## src/rtl/regfile_dbg_view.sv

```systemverilog
// Register file with two async read ports, one sync write port and a stepping debug viewer.
// Optional macro REGFILE_BYPASS_EN: write-first bypass on the read ports.
module regfile_dbg_view #(
   parameter int DATA_W   = 16,
   parameter int NUM_REGS = 16,
   parameter int ADDR_W   = 4,
   parameter int ZERO_REG = 0,
   parameter int SCAN_DIV = 50000000
) (
   input  logic              clk,
   input  logic              rst,
   input  logic              we,
   input  logic [ADDR_W-1:0] waddr,
   input  logic [DATA_W-1:0] wdata,
   input  logic [ADDR_W-1:0] raddr_a,
   input  logic [ADDR_W-1:0] raddr_b,
   output logic [DATA_W-1:0] rdata_a,
   output logic [DATA_W-1:0] rdata_b,
   input  logic              dbg_next,
   input  logic              dbg_auto,
   output logic [ADDR_W-1:0] dbg_sel,
   output logic [DATA_W-1:0] dbg_value
);

   localparam int PRE_W = $clog2(SCAN_DIV);
   localparam logic [ADDR_W:0] LIMIT = (ADDR_W+1)'(NUM_REGS);
   localparam logic [ADDR_W-1:0] LAST = ADDR_W'(NUM_REGS - 1);
   localparam logic [PRE_W-1:0] PRE_LAST = PRE_W'(SCAN_DIV - 1);

   logic [DATA_W-1:0] regs [NUM_REGS];
   logic [PRE_W-1:0]  pre_q;
   logic [PRE_W-1:0]  pre_d;
   logic [ADDR_W-1:0] sel_q;
   logic [ADDR_W-1:0] sel_d;
   logic [DATA_W-1:0] value_q;
   logic              next_q;
   logic              armed_q;
   logic              auto_step;
   logic              btn_step;
   logic              wr_ok;

   function automatic logic live(input logic [ADDR_W-1:0] a);
      return ({1'b0, a} < LIMIT) && !(ZERO_REG != 0 && a == '0);
   endfunction

   assign wr_ok = we && live(waddr);

   always_comb begin
      rdata_a = '0;
      if (live(raddr_a)) rdata_a = regs[raddr_a];
`ifdef REGFILE_BYPASS_EN
      if (wr_ok && waddr == raddr_a) rdata_a = wdata;
`endif
   end

   always_comb begin
      rdata_b = '0;
      if (live(raddr_b)) rdata_b = regs[raddr_b];
`ifdef REGFILE_BYPASS_EN
      if (wr_ok && waddr == raddr_b) rdata_b = wdata;
`endif
   end

   // armed_q blocks a level held high across reset from stepping
   assign btn_step = dbg_next && !next_q && armed_q;

   always_comb begin
      pre_d     = pre_q + 1'b1;
      auto_step = 1'b0;
      if (!dbg_auto) begin
         pre_d = '0;
      end else if (pre_q == PRE_LAST) begin
         pre_d     = '0;
         auto_step = 1'b1;
      end
   end

   always_comb begin
      sel_d = sel_q;
      if (btn_step || auto_step) begin
         sel_d = (sel_q == LAST) ? '0 : sel_q + 1'b1;
      end
   end

   always_ff @(posedge clk) begin
      if (rst) begin
         for (int i = 0; i < NUM_REGS; i++) regs[i] <= '0;
         pre_q   <= '0;
         sel_q   <= '0;
         value_q <= '0;
         next_q  <= 1'b0;
         armed_q <= !dbg_next;
      end else begin
         if (wr_ok) regs[waddr] <= wdata;
         pre_q   <= pre_d;
         sel_q   <= sel_d;
         value_q <= live(sel_q) ? regs[sel_q] : '0;
         next_q  <= dbg_next;
         armed_q <= armed_q || !dbg_next;
      end
   end

   assign dbg_sel   = sel_q;
   assign dbg_value = value_q;

endmodule

```

## config.mk

```make
export PLATFORM = sky130hd
export DESIGN_NAME = regfile_dbg_view
export DESIGN_NICKNAME = d
export VERILOG_FILES = /design/src/rtl/regfile_dbg_view.sv
export SDC_FILE = /design/constraint.sdc
export NUM_CORES = 1
export LEC_CHECK = 0
export CAP_MARGIN = 0
export CORE_ASPECT_RATIO = 1.1
export CORE_MARGIN = 2
export CORE_UTILIZATION = 30
export DETAILED_ROUTE_END_ITERATION = 6
export DONT_BUFFER_PORTS = 1
export MAX_ROUTING_LAYER = met4
export SLEW_MARGIN = 20
export SYNTH_ARGS = -nofsm -noshare
export SYNTH_HDL_FRONTEND = slang
export SYNTH_SLANG_ARGS = --single-unit
```

## constraint.sdc

```tcl
create_clock -name clk -period 2.3 [get_ports clk]
set_clock_uncertainty 0.1 [all_clocks]
set_input_delay 0 -clock clk [delete_from_list [all_inputs] [get_ports clk]]
set_output_delay 0 -clock clk [all_outputs]
set_load 0.1 [all_outputs]
```

==> results of run 1 <==
==> cells in the mapped netlist, drive strengths merged, types with 2 or more instances <==
| cell | number |
|---|---|
| nor4 | 2 |
| nor2 | 28 |
| buf | 34 |
| a21oi | 44 |
| mux4 | 192 |
| nand4bb | 2 |
| and4 | 2 |
| mux2i | 83 |
| o31ai | 4 |
| o21ai | 58 |
| o22ai | 16 |
| or4 | 8 |
| nor3 | 7 |
| nand4b | 3 |
| xnor2 | 8 |
| xor2 | 5 |
| or3 | 8 |
| ha | 2 |
| nand2 | 27 |
| clkbuf | 76 |
| and3 | 2 |
| or2 | 18 |
| nand4 | 8 |
| nand2b | 6 |
| nand3 | 10 |
| and2 | 256 |
| inv | 7 |
| nor2b | 4 |
| edfxtp | 256 |
| dfxtp | 48 |
==> routing by layer <==
| metal | global-route usage (%) | vias up | routed length, um | part of all wire (%) |
|---|---|---|---|---|
| met4 | 4.659 | 0 | 1326 | 2.7 |
| met2 | 29.00 | 354 | 25760 | 52 |
| met1 | 21.34 | 5697 | 19920 | 40 |
| met5 | - | - | 0 | 0 |
| li1 | - | 4800 | - | - |
| met3 | 1.884 | 70 | 2611 | 5.3 |
==> sequential cells by signal, summed over array words and instances (netlist names) <==
signal / cells
regs: 256
pre_q: 26
dbg_value: 16
dbg_sel: 4
armed_q: 1
next_q: 1
==> final timing paths <==
| check | depth (start not counted) | from | slack (ns) | to |
|---|---|---|---|---|
| setup / recovery | 2 | regs[0][4] | -0.15 | rdata_a[4] |
| hold / removal | 1 | rst | 0.007 | regs[14][4] |
| setup reg to reg | 4 | pre_q[15] | 0.15 | pre_q[23] |
| hold reg to reg | 2 | pre_q[25] | 0.38 | pre_q[25] |
==> timing repair <==
action	CTS	global route
hold buffers	25	0
setup buffers	2	4
setup endpoints to repair	32	33
resized for setup	0	1
hold endpoints to repair	446	0
==> area by class of cell <==
cell class,count,area (um2)
inverters,8,30.03
repair buffers,84,755.7
clock inverters,15,178.9
diodes,2,5.005
flip-flops and latches,304,8655
well taps,752,940.9
fillers,5453,37690
multi-input cells,812,8368
clock buffers,42,817.0
==> cell families after synthesis <==
kind of cell / Yosys count
AOI/OAI and AO/OA: 126
xor gates and xnor gates: 13
adders and majority gates: 2
buffers and inverters: 118
DFF: 304
muxes: 276
and+or+nand+nor: 395
==> per-stage QoR <==
stage / TNS, ns / setup slack (ns)
6_report: -3.287 / -0.1486
5_1_grt: -4.218 / -0.1614
2_1_floorplan: 0 / 0.1559
3_5_place_dp: 0 / 0.1611
3_3_place_gp: 0 / 0.1893
4_1_cts: -3.632 / -0.1438
==> power groups by stage <==
| stage | Combinational, W | Sequential [W] | Clock (W) |
|---|---|---|---|
| global route | 0.00267 | 0.00652 | 0.00536 |
| CTS | 0.00258 | 0.00648 | 0.00518 |
| floorplan | 0.00193 | 0.00673 | 0 |
| global placement | 0.00245 | 0.00657 | 0 |
| finish | 0.00259 | 0.00648 | 0.00510 |
| detailed placement | 0.00246 | 0.00659 | 0 |
==> critical path: stages, from the launching register on <==
cell and delay [ns]:
edfxtp_1 0.43, mux4_2 0.53, mux4_2 0.79
==> flow_metrics.tcl, run 1 <==
set metrics [dict create \
    synthArstFlopShare_pct 0 \
    grt_overflow 0 \
    synthesis.nets 1269 \
    synth_seq_area_share_pct 49.51 \
    power_leakage_nw 6.518 \
    cap_violations 0 \
    start_util_pct 30.41 \
    die_y_um 257.1 \
    rsz0062_at_grt "true" \
    cp-start-kind "register" \
    tightest_slew_ns 0.8183 \
    p_clk_share_pct 36.0 \
    synthesis.area_um2 17470 \
    coreArea_um2 57440 \
    grtUsageTotal_pct 17.00 \
    insertion_delay_ns 0.59 \
    fin_ws_ns -0.1486 \
    drive_gt1_share_pct 25.77 \
    route.detailed.drc 0 \
    fin_util_pct 34.38 \
    clockRootBuffer "clkbuf_16" \
    area_growth_pct 13.07 \
    num_vias 10921 \
    io_pins 85 \
    p_per_area_nw_per_um2 717.2 \
    syn_avg_cell_area_um2 14.16 \
    gp_congestion 0.8530 \
    drtIter0Drc 1033 \
    fin_cells 2019 \
    synth_xor_area_share_pct 0.6518 \
    hpwlAfterDp_um 34040 \
    final_nets 1276 \
    yosysWarnings 0 \
    synth.largest_area_cell "edfxtp_1" \
    p_total_w 0.01416 \
    muxShareOfSynthArea_pct 29.58 \
    seqPwrFrac_pct 45.8 \
    p_comb_share_pct 18.3 \
    cts_buffers 31 \
    required_ns 2.20 \
    hold_slack_ns 0.006942 \
    clockBufferDepth 3 \
    finalSetupViolations 32 \
    die_w_um 234.1 \
    path_clk_slew_ns 0.06 \
    worstSetupPathType "reg -> out" \
    ys_ff_latch 304 \
    vias_per_cell 5.409 \
    synth_cells 1234 \
    cts-htree-levels 1 \
    die_area_um2 60170 \
    power_switching_share_pct 28.65 \
    synth_edf_count 256 \
    portBuffers 0 \
    synth_simple_gate_area_share_pct 13.54 \
    grt_max_degree 65 \
    arrival_ns 2.35 \
    clkSinkCount 304 \
    synthAdderAreaFrac_pct 0.1433 \
    cp_max_fo 3 \
    placed_area_um2 18450 \
    row_count 92 \
    status "finished with violations" \
    synth_top_cell_area_share_pct 44.01 \
    crit_path_end_kind "output pin" \
    drt_wl_total_um 49620 \
    maxSlewHeadroom_pct 45.26 \
    finalCritPeriodShare_pct 106.5 \
    wl_per_cell_um 24.57 \
    synth-main-ff-cell "edfxtp_1" \
    fmax_mhz 408.4 \
    mostFrequentLayoutCells "and2_1 (256), edfxtp_1 (256), mux4_2 (192)" \
    grt_pass1_wl_um 73880 \
    switching_power_w 0.004058 \
    fin_area_um2 19750 \
    ant_nets 0 \
    cts_tree "yes" \
    hp-class "in -> reg" \
    placed_cells 1929 \
    drt-pass1-iter-count 5 \
    hold_viol 0 \
    synth_cell_types 44 \
    antenna_found_initial 4 \
    grt_pass1_vias 10968 \
    period_needed_ns 2.449 \
    p_int_w 0.01011 \
    final_max_slew_viol_count 0 \
    netlist_top_cells_area "edfxtp_1 (44%), mux4_2 (25%), and2_1 (9.2%)" \
    synth-compound-area-share_pct 3.861 \
    violations "setup timing" \
    vdd_drop_max_v 0.0005948 \
    synth_top_family_by_area "multiplexers" \
]
Power figures use the tool's default switching activity.
==> inputs of run 2 (changes only) <==
- SETUP_SLACK_MARGIN: default -> 0.2
==> run 2 against run 1 <==
The run still ends with setup timing left. Clock-buffer cell count shrank 5. Final cell count is 0.20% higher. Cell area grew 0.93%. Worst setup slack gained 0.0031 ns. Register-to-register slack improved by 0.12 ns. Critical path depth did not move. Highest routed layer unchanged.
==> flow_metrics.tcl, run 2 (synthesized netlist as in run 1, its figures left out) <==
set metrics [dict create \
    fin_area_um2 19930 \
    clkSinkCount 304 \
    gp_congestion 0.8296 \
    tightest_slew_ns 0.7935 \
    clockBufferDepth 3 \
    hp-class "in -> reg" \
    grtUsageTotal_pct 17.05 \
    fin_cells 2023 \
    cts_buffers 31 \
    worstSetupPathType "reg -> out" \
    whs_endpoint "regs[12][1]" \
    cp_max_fo 3 \
    insertion_delay_ns 0.58 \
    io_pins 85 \
    whs_path_depth 1 \
    drt-pass1-iter-count 5 \
    required_ns 2.20 \
    mostFrequentLayoutCells "and2_1 (256), edfxtp_1 (256), mux4_2 (192)" \
    fin_util_pct 34.70 \
    reg2regPathDepth 6 \
    p_per_area_nw_per_um2 736.5 \
    die_y_um 257.1 \
    portBuffers 0 \
    finalCritPeriodShare_pct 106.3 \
    crit_path_end_kind "output pin" \
    grt_pass1_vias 11126 \
    path_clk_slew_ns 0.07 \
    area_growth_pct 14.11 \
    wl_per_cell_um 24.85 \
    vdd_drop_max_v 0.0004565 \
    num_vias 11112 \
    rsz0062_at_grt "true" \
    regMostFlops "regs" \
    drtIter0Drc 1206 \
    cts_tree "yes" \
    clockRootBuffer "clkbuf_16" \
    status "finished with violations" \
    die_area_um2 60170 \
    power_leakage_nw 6.597 \
    cts-htree-levels 1 \
    r2r-end "pre_q[16]" \
    grt_overflow 0 \
    hold_slack_ns 0.008333 \
    period_needed_ns 2.445 \
    maxSlewHeadroom_pct 46.92 \
    drt_wl_total_um 50280 \
    hpwlAfterDp_um 34650 \
    coreArea_um2 57440 \
    placed_cells 1929 \
    ant_nets 0 \
    p_total_w 0.01468 \
    fin_ws_ns -0.1455 \
    hold_viol 0 \
    grt_pass1_wl_um 74680 \
    route.detailed.drc 0 \
    final_max_slew_viol_count 0 \
    start_util_pct 30.41 \
    row_count 92 \
    finalSetupViolations 32 \
    arrival_ns 2.35 \
    violations "setup timing" \
    min_from "rst" \
    cap_violations 0 \
    r2r-start "pre_q[0]" \
    cp-start-kind "register" \
    nFillCells 5427 \
    placed_area_um2 18450 \
    final_nets 1278 \
    drive_gt1_share_pct 27.23 \
    vias_per_cell 5.493 \
    antenna_found_initial 3 \
    die_w_um 234.1 \
    grt_max_degree 65 \
    fmax_mhz 408.9 \
    largest_reg_flops 256 \
    r2r_slack_ns 0.27 \
]
==> run 2: worst max-delay path by stage <==
stage / start / endpoint / cells past startpoint
finish: regs[15][5] / rdata_a[5] / 2
global route: regs[3][15] / rdata_a[15] / 2
CTS: regs[15][5] / rdata_a[5] / 2
detailed placement: pre_q[0] / pre_q[20] / 5
global placement: pre_q[0] / pre_q[20] / 5
floorplan: dbg_sel[2] / dbg_value[10] / 7
==> run 2: report_power, final <==
part / internal [W] / switching [W]
clock: 0.00335 / 0.00226
combinational: 0.000901 / 0.00166
sequential: 0.00628 / 0.000235
==> run 2: repair_timing <==
item,in CTS,in global routing
hold buffers,26,0
pin swaps,0,1
endpoints found under the setup margin,35,37
gates resized for setup,2,9
setup buffers,0,7
hold endpoints to repair,448,0
==> run 2: critical path, stage by stage (launching register included) <==
cell and delay (ns):
edfxtp_1 0.45, mux4_2 0.50, mux4_2 0.80
==> run 2: stage by stage <==
stage	setup slack, ns	setup TNS (ns)
final	-0.1455	-3.309
after global routing	-0.1698	-4.288
after CTS	-0.1450	-3.701
after detailed placement	0.1343	0
after global placement	0.1879	0
after floorplan	0.2287	0
==> run 2: area by class of cell <==
| cell class | count | area, um2 | area share [%] |
|---|---|---|---|
| Antenna cell | 4 | 10.01 | 0.05022 |
| Inverter | 8 | 30.03 | 0.1506 |
| Sequential cell | 304 | 8665 | 43.47 |
| Timing Repair Buffer | 86 | 773.2 | 3.879 |
| Clock inverter | 20 | 292.8 | 1.469 |
| Clock buffer | 37 | 828.3 | 4.155 |
| Multi-Input combinational cell | 812 | 8393 | 42.11 |
| Tap cell | 752 | 940.9 | 4.720 |
==> run 2: routing by layer <==
metal | routed length (um) | part of all wire, % | global-route usage, %
met5 | 0 | 0 | -
met4 | 1652 | 3.3 | 5.819
met3 | 2831 | 5.6 | 2.427
met2 | 24880 | 49 | 27.51
met1 | 20910 | 42 | 21.97
